===== src/rtl/cpu_pkg.sv =====
// cpu_pkg: shared fetch-path types, reset default and opcode constants
package cpu_pkg;
  localparam logic [31:0] RESET_PC_DEFAULT = 32'h0000_0000;
  localparam int          FQ_DEPTH         = 2;
  localparam logic [6:0]  OP_LUI    = 7'b0110111;
  localparam logic [6:0]  OP_AUIPC  = 7'b0010111;
  localparam logic [6:0]  OP_JAL    = 7'b1101111;
  localparam logic [6:0]  OP_JALR   = 7'b1100111;
  localparam logic [6:0]  OP_BRANCH = 7'b1100011;
  localparam logic [6:0]  OP_LOAD   = 7'b0000011;
  localparam logic [6:0]  OP_STORE  = 7'b0100011;
  localparam logic [6:0]  OP_IMM    = 7'b0010011;
  localparam logic [6:0]  OP_REG    = 7'b0110011;
  typedef enum logic [1:0] {IDLE, REQ, DROP} fetch_state_t;
  typedef struct packed {
    logic [31:0] pc;
    logic [31:0] instr;
  } fetch_entry_t;
endpackage


===== src/rtl/fetch_queue.sv =====
// fetch_queue: 2-entry synchronous FIFO of {pc, instr} with flush
module fetch_queue
  import cpu_pkg::*;
(
  input  logic         clk,
  input  logic         n_rst,
  input  logic         i_push,
  input  logic         i_pop,
  input  logic         i_flush,
  input  fetch_entry_t i_data,
  output fetch_entry_t o_head,
  output logic [1:0]   o_count
);
  fetch_entry_t r_mem [2];
  logic         r_rd_ptr;
  logic         r_wr_ptr;
  logic [1:0]   r_count;
  logic         w_pop;
  logic         w_push;
  assign w_pop   = i_pop && r_count != 2'd0;
  assign w_push  = i_push && (r_count != 2'd2 || w_pop);
  assign o_head  = r_mem[r_rd_ptr];
  assign o_count = r_count;
  // storage and pointers; flush overrides any push or pop in the same cycle
  always_ff @(posedge clk or negedge n_rst)
    if (!n_rst) begin
      r_mem[0] <= '0;
      r_mem[1] <= '0;
      r_rd_ptr <= 1'b0;
      r_wr_ptr <= 1'b0;
      r_count  <= 2'd0;
    end else if (i_flush) begin
      r_rd_ptr <= 1'b0;
      r_wr_ptr <= 1'b0;
      r_count  <= 2'd0;
    end else begin
      if (w_push) begin
        r_mem[r_wr_ptr] <= i_data;
        r_wr_ptr        <= ~r_wr_ptr;
      end
      if (w_pop) r_rd_ptr <= ~r_rd_ptr;
      r_count <= r_count + {1'b0, w_push} - {1'b0, w_pop};
    end
endmodule


===== src/rtl/fetch_unit.sv =====
// fetch_unit: single-outstanding instruction fetcher feeding a 2-entry decode queue
module fetch_unit
  import cpu_pkg::*;
#(
  parameter logic [31:0] RESET_PC = RESET_PC_DEFAULT,
  parameter int          QDEPTH   = FQ_DEPTH
) (
  input  logic        clk,
  input  logic        n_rst,
  output logic        imem_req,
  output logic [31:0] imem_addr,
  input  logic        imem_ack,
  input  logic [31:0] imem_rdata,
  input  logic        redirect_valid,
  input  logic [31:0] redirect_pc,
  input  logic        stall,
  output logic        instr_valid,
  output logic [31:0] instruction,
  output logic [31:0] pc
);
  fetch_state_t r_state;
  logic [31:0]  r_fetch_pc;
  logic [31:0]  r_drop_addr;
  fetch_entry_t w_head;
  fetch_entry_t w_entry;
  logic [1:0]   w_count;
  logic         w_pop;
  logic         w_push;
  logic         w_redirect;
  assign instr_valid = w_count != 2'd0;
  assign instruction = instr_valid ? w_head.instr : '0;
  assign pc          = instr_valid ? w_head.pc : '0;
  assign w_pop       = instr_valid && !stall;
  assign w_redirect  = redirect_valid && r_state != IDLE;
  assign imem_req    = r_state == DROP || (r_state == REQ && (w_count != 2'(QDEPTH) || w_pop));
  assign imem_addr   = r_state == DROP ? r_drop_addr : r_state == REQ ? r_fetch_pc : '0;
  assign w_push      = r_state == REQ && imem_req && imem_ack && !w_redirect;
  assign w_entry     = {r_fetch_pc, imem_rdata};
  fetch_queue u_queue (
    .clk     (clk),
    .n_rst   (n_rst),
    .i_push  (w_push),
    .i_pop   (w_pop),
    .i_flush (w_redirect),
    .i_data  (w_entry),
    .o_head  (w_head),
    .o_count (w_count)
  );
  // fetch FSM: a redirect with an unacked request parks in DROP until that request drains
  always_ff @(posedge clk or negedge n_rst)
    if (!n_rst) begin
      r_state     <= IDLE;
      r_fetch_pc  <= RESET_PC;
      r_drop_addr <= '0;
    end else begin
      case (r_state)
        IDLE: r_state <= REQ;
        REQ: if (w_redirect && imem_req && !imem_ack) begin
          r_state     <= DROP;
          r_drop_addr <= r_fetch_pc;
        end
        DROP: if (imem_ack) r_state <= REQ;
        default: r_state <= IDLE;
      endcase
      if (w_redirect) r_fetch_pc <= {redirect_pc[31:2], 2'b00};
      else if (w_push) r_fetch_pc <= r_fetch_pc + 32'd4;
    end
endmodule


===== config.mk =====
export PLATFORM = sky130hd
export DESIGN_NAME = fetch_unit
export DESIGN_NICKNAME = d
export VERILOG_FILES = /design/src/rtl/cpu_pkg.sv /design/src/rtl/fetch_queue.sv /design/src/rtl/fetch_unit.sv
export SDC_FILE = /design/constraint.sdc
export NUM_CORES = 1
export LEC_CHECK = 0
export CORE_AREA = 2 2 135 137
export DETAILED_ROUTE_END_ITERATION = 8
export DIE_AREA = 0 0 137 139
export GPL_TIMING_DRIVEN = 0
export PLACE_DENSITY = 0.79
export SLEW_MARGIN = 10
export SYNTH_ARGS = -nofsm -noshare
export SYNTH_HDL_FRONTEND = slang
export SYNTH_SLANG_ARGS = --single-unit
export TNS_END_PERCENT = 20

===== constraint.sdc =====
create_clock -name clk -period 2.45 [get_ports clk]
set_input_delay 0.49 -clock clk [delete_from_list [all_inputs] [get_ports clk]]
set_output_delay 0.49 -clock clk [all_outputs]
set_load 0.01 [all_outputs]

==> impl_metrics.tcl <==
set metrics [dict create \
    fmax_mhz 417 \
    grt_overflow 0 \
    wl_per_cell_microns 17.8 \
    finalPower_mw 14.6 \
    cts_root_buf "clkbuf_16" \
    dr.pass1.iters 5 \
    area_delta_synth_final_pct 29.6 \
    yosysWarnings 0 \
    start_util_pct 51.8 \
    synth_edf_count 0 \
    globalplace.congestion 0.845 \
    nNetsFinal 1088 \
    final_common_cell "dfrtp_1" \
    hold_ws_ns 0.122 \
    syn_inst 819 \
    path_delay_family "buffers and inverters" \
    rows 49 \
    synth_cell_types 44 \
    grt.total_usage_pct 24.0 \
    cp.arrival_ns 2.71 \
    crit_path_max_incr_delay_ns 0.51 \
    clock_skew_ns 0.00683 \
    final_cell_mix "dfrtp_1, nand2_1, mux2_2" \
    synth_area_sq_um 9140 \
    wl_mm 22.4 \
    crit_buf_inv 3 \
    ioPinCount 167 \
    via_per_inst 5.43 \
    core_sq_um 17700 \
    clk_pin_slew_worst_paths_ns 0.07 \
    drive_gt1_share_pct 23.2 \
    grt_max_degree 112 \
    min_period_ns 2.40 \
    drv_slew 0 \
    critPathMaxFanout 10 \
    cts.path.max_buffers 2 \
    status "complete, no violations" \
    timing.final.crit_share_pct 97.9 \
    power_density_nw_per_um2 1230 \
    setup_viol 0 \
    clock-sinks 190 \
    maxCapViolCount 0 \
    worstPathRequired_ns 2.76 \
    synthFlopType "dfrtp_1" \
    min_path_type "input pin to asynchronous set/reset pin" \
    hpwl_mm 15.1 \
    cts_tree "built" \
    dr_total_vias 6834 \
    holdBufCountCts 0 \
    critPathSlowestCell "clkdlybuf4s50_1" \
    ys_ff_latch 190 \
    peakVddDrop_uv 651 \
    yosys-top-cells-area "dfrtp_1, mux2_2, mux2i_1" \
    io_buffers 160 \
    antenna_found_initial 0 \
    final_area_sq_um 11900 \
    drtIter0Drc 421 \
    drc 0 \
    yosysTopAreaCell "dfrtp_1" \
    power.leakage_nw 5.69 \
    ys_async_sr_fraction_pct 100 \
    ys_seq_area_share_pct 52.0 \
    hold_viol_final 0 \
    crit_chain "clkdlybuf4s50_1 > nand3b_1 > nand4b_4 > inv_1 > nand2_4 > buf_2 > mux2_2" \
    end_kind "flip-flop" \
    dieArea_sq_um 19000 \
    die_x_microns 137 \
    grt_pass1_vias 6814 \
    cts_made_buffers 17 \
    diodes 0 \
    dieHeight_microns 139 \
    tightest_slew_ns 0.850 \
    nFillCells 1387 \
    detail-route-antenna-nets 0 \
    crit_type "input pin to flip-flop" \
    grt_pass1_wl_mm 35.5 \
    avgSynthCellArea_sq_um 11.2 \
    crit_path_start_kind "input pin" \
    cts_htree_levels 4 \
    relSlewSlack_pct 43.4 \
    place_area_sq_um 11100 \
    synth_top_area_share_pct 52.0 \
    clock_latency_ns 0.43 \
]
cells in the mapped netlist, types with 2 or more instances:
library cell,count
buf_1,6
o211ai_1,4
mux2_1,3
a22o_1,29
nor2_1,85
and3_1,4
buf_4,7
mux2_2,119
ha_1,3
o22ai_1,7
nand2_1,121
xnor2_1,9
inv_1,8
buf_2,18
mux2i_1,62
a21oi_1,8
dfrtp_1,190
nor2b_1,2
nand3_4,2
clkbuf_8,3
nand4_1,15
and2_1,3
o21ai_0,22
bufbuf_16,2
a31oi_1,5
nand3_1,12
nor3_1,6
xor2_1,18
clkbuf_1,31
final timing paths:
| check | start | slack, ns | depth (start not counted) | to |
|---|---|---|---|---|
| setup / recovery | stall | 0.05 | 7 | u_queue.r_mem[12] |
| hold / removal | n_rst | 0.12 | 1 | u_queue.r_mem[121] |
| setup reg to reg | u_queue.o_count[1] | 0.13 | 6 | u_queue.r_mem[118] |
| hold reg to reg | r_drop_addr[20] | 0.48 | 2 | r_drop_addr[20] |
| max in group asynchronous | n_rst | 1.48 | 2 | u_queue.r_mem[89] |
| min in group clk | r_drop_addr[20] | 0.48 | 2 | r_drop_addr[20] |
state kept, by name (all words and copies together), names as in the netlist:
| register | cells |
|---|---|
| r_fetch_pc | 30 |
| u_queue.r_rd_ptr | 1 |
| u_queue.r_wr_ptr | 1 |
| u_queue.o_count | 2 |
| r_state | 2 |
| u_queue.r_mem | 124 |
| r_drop_addr | 30 |
worst register-to-register path, stage by stage, from the launching register on:
cell      delay (ns)
dfrtp_2         0.44
nand3b_1        0.36
nand4b_4        0.22
buf_4           0.20
nor2_4          0.26
buf_2           0.34
mux2_2          0.38
through the flow:
step | worst slack [ns] | util [%] | setup TNS, ns | cells
floorplan | 0.574 | - | 0 | 822
global placement | -6.85 | 62.5 | -1380.43 | 1211
detailed placement | -0.527 | 62.7 | -81.82 | 1212
CTS | -0.152 | 66.6 | -0.796 | 1251
global route | -0.0144 | 67.1 | -0.0671 | 1258
finish | 0.0511 | 67.1 | 0 | 1258
cell families (layout without fill, tap and decap cells):
| logic type | after synthesis | in the layout | share of synthesized area (%) |
|---|---|---|---|
| AND/OR/NAND/NOR | 258 | 258 | 12.4 |
| flip-flops | 190 | 190 | 52.0 |
| multiplexers | 184 | 184 | 21.8 |
| AO/OA/AOI/OAI | 81 | 81 | 6.12 |
| buffers and inverters | 75 | 282 | 4.57 |
| XOR/XNOR | 27 | 27 | 2.59 |
| adder cells (fa/ha/maj) | 3 | 3 | 0.411 |
| other | 1 | 4 | 0.0410 |
routing by layer:
metal / vias up / GRT usage, % / part of all wire, %
li1: 3214 / - / -
met1: 3354 / 34.0 / 45
met5: - / 0 / 0
met3: 26 / 4.17 / 5.9
met2: 240 / 38.5 / 48
met4: 0 / 6.24 / 1.3
area by class of cell:
class | count | area [sq um] | share of cell area [%]
well taps | 229 | 287 | 2.42
repair buffers | 176 | 1700 | 14.3
clock buffers | 21 | 460 | 3.89
inverters | 8 | 30.0 | 0.253
plain buffers | 66 | 485 | 4.10
clock inverters | 11 | 130 | 1.10
multi-input cells | 557 | 4010 | 33.8
flip-flops and latches | 190 | 4760 | 40.1
power breakdown:
group          switching (mW)  total (mW)  internal, mW
sequential              0.897        5.48          4.59
clock                    1.20        2.77          1.57
combinational            3.01        6.34          3.32
total                    5.11        14.6          9.48
repair_timing:
item | 4_1_cts | 5_1_grt
pin swaps | 3 | 2
buffers inserted | 8 | 7
setup endpoints to repair | 209 | 59
gates resized for setup | 117 | 53
Note: power is estimated with default switching activity, not from simulation.
